<file path="src/rtl/hazard_forward_ctrl.sv">
// Load-use stall, flush and operand-forwarding control for the 5-stage MIPS-32 pipeline.
// Optional HAZARD_STATS_EN adds saturating stall/flush cycle counters.
module hazard_forward_ctrl #(
    parameter int REG_AW  = 5,
    parameter bit R0_ZERO = 1'b1
) (
    input  logic              clk,
    input  logic              rst_n,
    input  logic              id_valid,
    input  logic [REG_AW-1:0] id_rs,
    input  logic [REG_AW-1:0] id_rt,
    input  logic              id_use_rs,
    input  logic              id_use_rt,
    input  logic [REG_AW-1:0] id_dst,
    input  logic              id_regwrite,
    input  logic              id_memread,
    input  logic              flush_req,
    output logic              stall,
    output logic              flush,
    output logic              ex_bubble,
    output logic              fwd_a_mem,
    output logic              fwd_a_wb,
    output logic              fwd_b_mem,
    output logic              fwd_b_wb,
    output logic              id_byp_a,
    output logic              id_byp_b
`ifdef HAZARD_STATS_EN
    ,
    output logic [31:0]       stall_cnt,
    output logic [31:0]       flush_cnt
`endif
);

    typedef logic [REG_AW-1:0] reg_t;

    typedef struct packed {
        logic v;
        reg_t rs;
        reg_t rt;
        logic use_rs;
        logic use_rt;
        reg_t dst;
        logic wr;
        logic ld;
    } ex_rec_t;

    typedef struct packed {
        logic v;
        reg_t dst;
        logic wr;
        logic ld;
    } pipe_rec_t;

    ex_rec_t   ex_q;
    ex_rec_t   ex_d;
    pipe_rec_t mem_q;
    pipe_rec_t wb_q;

    logic ex_hit_rs;
    logic ex_hit_rt;
    logic ld_use;
    logic stall_int;
    logic bubble_int;
    logic accept;
    logic a_mem;
    logic a_wb;
    logic b_mem;
    logic b_wb;
    logic byp_a;
    logic byp_b;
    logic unused_wb_ld;

    // Register 0 is hardwired, so it never counts as a producer when R0_ZERO is set.
    function automatic logic hit(
        input reg_t r,
        input logic v,
        input logic wr,
        input reg_t dst
    );
        hit = v & wr & (dst == r) & ~(R0_ZERO && (r == '0));
    endfunction

    assign ex_hit_rs = hit(id_rs, ex_q.v, ex_q.wr, ex_q.dst);
    assign ex_hit_rt = hit(id_rt, ex_q.v, ex_q.wr, ex_q.dst);

    assign ld_use = id_valid & ex_q.ld
                  & ((id_use_rs & ex_hit_rs) | (id_use_rt & ex_hit_rt));

    assign stall_int  = ld_use & ~flush_req;
    assign bubble_int = stall_int | flush_req | ~id_valid;
    assign accept     = ~bubble_int;

    always_comb begin
        ex_d = '0;
        if (accept) begin
            ex_d.v      = 1'b1;
            ex_d.rs     = id_rs;
            ex_d.rt     = id_rt;
            ex_d.use_rs = id_use_rs;
            ex_d.use_rt = id_use_rt;
            ex_d.dst    = id_dst;
            ex_d.wr     = id_regwrite;
            ex_d.ld     = id_memread;
        end
    end

    // Records always advance; a stall only replaces the EX entry with a bubble.
    always_ff @(posedge clk) begin
        if (!rst_n) begin
            ex_q  <= '0;
            mem_q <= '0;
            wb_q  <= '0;
        end else begin
            ex_q      <= ex_d;
            mem_q.v   <= ex_q.v;
            mem_q.dst <= ex_q.dst;
            mem_q.wr  <= ex_q.wr;
            mem_q.ld  <= ex_q.ld;
            wb_q      <= mem_q;
        end
    end

    // A load in MEM has no data yet; its consumer is delayed until WB.
    assign a_mem = ex_q.v & ex_q.use_rs
                 & hit(ex_q.rs, mem_q.v, mem_q.wr, mem_q.dst) & ~mem_q.ld;
    assign a_wb  = ex_q.v & ex_q.use_rs
                 & hit(ex_q.rs, wb_q.v, wb_q.wr, wb_q.dst) & ~a_mem;
    assign b_mem = ex_q.v & ex_q.use_rt
                 & hit(ex_q.rt, mem_q.v, mem_q.wr, mem_q.dst) & ~mem_q.ld;
    assign b_wb  = ex_q.v & ex_q.use_rt
                 & hit(ex_q.rt, wb_q.v, wb_q.wr, wb_q.dst) & ~b_mem;

    assign byp_a = id_valid & id_use_rs & hit(id_rs, wb_q.v, wb_q.wr, wb_q.dst);
    assign byp_b = id_valid & id_use_rt & hit(id_rt, wb_q.v, wb_q.wr, wb_q.dst);

    assign unused_wb_ld = wb_q.ld;

    // Every control line is quiet while reset is held.
    assign stall     = rst_n & stall_int;
    assign flush     = rst_n & flush_req;
    assign ex_bubble = rst_n & bubble_int;
    assign fwd_a_mem = rst_n & a_mem;
    assign fwd_a_wb  = rst_n & a_wb;
    assign fwd_b_mem = rst_n & b_mem;
    assign fwd_b_wb  = rst_n & b_wb;
    assign id_byp_a  = rst_n & byp_a;
    assign id_byp_b  = rst_n & byp_b;

`ifdef HAZARD_STATS_EN
    always_ff @(posedge clk) begin
        if (!rst_n) begin
            stall_cnt <= '0;
            flush_cnt <= '0;
        end else begin
            if (stall_int && (stall_cnt != 32'hFFFF_FFFF)) begin
                stall_cnt <= stall_cnt + 32'd1;
            end
            if (flush_req && (flush_cnt != 32'hFFFF_FFFF)) begin
                flush_cnt <= flush_cnt + 32'd1;
            end
        end
    end
`endif

endmodule

</file>
<file path="config.mk">
export PLATFORM = sky130hd
export DESIGN_NAME = hazard_forward_ctrl
export DESIGN_NICKNAME = d
export VERILOG_FILES = /design/src/rtl/hazard_forward_ctrl.sv
export SDC_FILE = /design/constraint.sdc
export NUM_CORES = 1
export LEC_CHECK = 0
export CAP_MARGIN = 40
export CORE_UTILIZATION = 30
export CTS_BUF_LIST = sky130_fd_sc_hd__clkbuf_4 sky130_fd_sc_hd__clkbuf_8
export DETAILED_ROUTE_END_ITERATION = 10
export PLACE_DENSITY = 0.55
export SYNTH_ARGS = -nofsm -noshare
export SYNTH_HDL_FRONTEND = slang
export SYNTH_SLANG_ARGS = --single-unit
</file>
<file path="constraint.sdc">
create_clock -name clk -period 5.3 [get_ports clk]
set_input_delay 0.795 -clock clk [delete_from_list [all_inputs] [get_ports clk]]
set_output_delay 0.795 -clock clk [all_outputs]
set_load 0.05 [all_outputs]
</file>
==> reports/qor.yml <==
clocking:
  cts_resized: 0
  numClockSinks: 35
  cts_max_level: 2
  insertion_delay_ps: 280
  cts_hold_buf: 0
  cts_root_buf: "clkbuf_8"
  cts_buffer_depth: 2
  clk_pin_slew_ps: 70
  cts_tree: "built"
  postCtsSetupRepairBufs: 0
  numCtsBuffers: 5
global_route:
  grt_pass1_vias: 1136
  grt_pass1_wl_mm: 5.48
  grt_max_degree: 23
  grtUsageTotal_pct: 13.8
  overflow: 0
  antenna_found_initial: 0
yosys:
  yosys.area.top_type: "dfxtp_1"
  synth_flop_cell: "dfxtp_1"
  synth_nets: 198
  yosys-top-cells-count: "dfxtp_1 (35), xnor2_1 (30), nand2_1 (21)"
  syn-cell-area_um2: 1590
  ys_types: 23
  synth_seq_cells: 35
  synth_edf_count: 0
  yosys-top-cells-area: "dfxtp_1 (44%), xnor2_1 (17%), and2_1 (7.5%), xor2_1 (5.5%), nand2_1 (5.0%)"
  netlist.area_leader.share_pct: 44.1
  yosysMostFrequentCell: "dfxtp_1"
  async_reset_ff_share_pct: 0
  yosysWarnings: 0
  syn_inst: 175
  postSynthAreaPerCell_um2: 9.08
  yosysSeqAreaShare_pct: 44.1
run_status:
  outcome: "completed"
layout:
  diodes: 0
  layout-drive-gt1-share_pct: 7.25
  final_util_pct: 40.0
  multi_input_area_um2: 841
  regArea_um2: 701
  area_growth_pct: 28.5
  final_cells: 277
  nFillCells: 540
  nets: 229
timing:
  finClkSkew_ps: 1.11
  finalCritPeriodShare_pct: 80.0
  final.setup.tns_ps: 0
  fmax_ghz: 0.236
  finalMaxSlewViolations: 0
  tightest_slew_ps: 510
  finalHoldViolCount: 0
  min_period_ps: 4240
  timing.final.ws_setup_ps: 1060
  setup_viol: 0
  slew_headroom_pct: 65.9
  rsz0062_at_grt: "false"
place:
  dp_cells: 269
  preCtsSetupSlack_ps: 1040
  post-dp-hpwl_mm: 2.73
  numPortBuffers: 31
  gp_congestion: 0.848
setup_path:
  max_stage_delay_ps: 690
  worstSetupStartpoint: "id_rs[1]"
  worstPathRequired_ps: 4510
  reg2reg_from: "ex_q[4]"
  cp_cell_sequence: "clkdlybuf4s50_1, or4_1, o21ai_1, nor4_1, o2111a_2, o31a_1, clkdlybuf4s50_1"
  cp_common_cell: "clkdlybuf4s50_1"
  crit_slowest_cell: "clkdlybuf4s50_1"
  worst_setup_path_start_kind: "input pin"
  worstPathArrival_ps: 3450
  end_kind: "primary output"
  path_buf_inv: 2
  critical_path.top_delay_family: "buffers and inverters"
  worstSetupPathType: "input pin to primary output"
  cp_max_fo: 22
die:
  die_h_um: 74.8
  num_rows: 26
  core_um2: 5110
  die_area_um2: 5590
  die_w_um: 74.8
  io-pin-count: 32
  start_util_pct: 31.1
drt:
  drt-vias-per-instance: 4.39
  drc: 0
  routed_wl_mm: 3.45
  num_vias: 1215
  ant_nets: 0
  drt_iter0_markers: 13
  post_drt_wl_per_cell_um: 12.5
  firstDrtPassIters: 4
power:
  p_per_area_nw_per_um2: 249
  ir_drop_v: 0.0000870
  leakagePower_nw: 0.770
  total_power_mw: 0.509
worst_hold_path:
  hold_path.class: "flip-flop to flip-flop"
  hp-start: "mem_q[7]"
flow_run:
  maxCapViolations: 0
-- metal layers --
layer  wire, µm  share of wire [%]  track usage, %  vias to the layer above
li1           -                  -               -                      635
met5          0                  0               0                        -
met4         61                1.8            5.66                        0
met1       1620                 47            17.9                      541
met3        167                4.8            4.28                        5
met2       1610                 47            21.2                       34
-- final timing paths --
check        slack (ps)         to  cells after the start
max                1060  ex_bubble                      7
min                 460    wb_q[7]                      1
max reg2reg        3550   ex_q[19]                      5
min reg2reg         460    wb_q[7]                      1
-- cell usage in the layout, fill, tap and decap left out, types with 2 or more instances in the layout --
cell             instances
xor2_1                  10
xnor2_1                 30
nand2_1                 21
nor4_1                   8
clkbuf_8                 5
nand4_1                  6
and2_1                  19
clkinv_2                 3
buf_4                    2
nand3_1                  2
dfxtp_1                 35
clkdlybuf4s50_1         31
or4_1                    4
nor2_1                  19
o211ai_1                 2
-- metrics by stage --
stage | area [µm²] | hold slack (ps)
floorplan | 1590 | 430
global placement | 1960 | 446
detailed placement | 1960 | 451
CTS | 2040 | 467
global route | 2040 | 487
finish | 2040 | 463
-- report_power, final --
part           internal (mW)  total (mW)  switching [mW]
registers              0.269       0.275         0.00614
logic                 0.0313      0.0552          0.0239
clock network         0.0897       0.179          0.0889
-- area by class of cell --
class	count	area share [%]
multi-input combinational	130	41.2
clock inverter	3	0.735
clock buffer	5	3.37
sequential	35	34.3
tap	70	4.29
timing repair buffer	33	15.9
inverter	1	0.184
-- registers in the layout (all words and copies together) (netlist names) --
name   flops
ex_q      20
mem_q      8
wb_q       7
-- cells by family (layout without fill, tap and decap cells) --
group	after synthesis	in the layout	share of synthesized area, %
AND/OR/NAND/NOR	84	84	27.4
buffers and inverters	10	42	3.31
XOR/XNOR	40	40	22.0
AO/OA/AOI/OAI	6	6	3.15
flip-flops	35	35	44.1
Power figures use the tool's default switching activity.
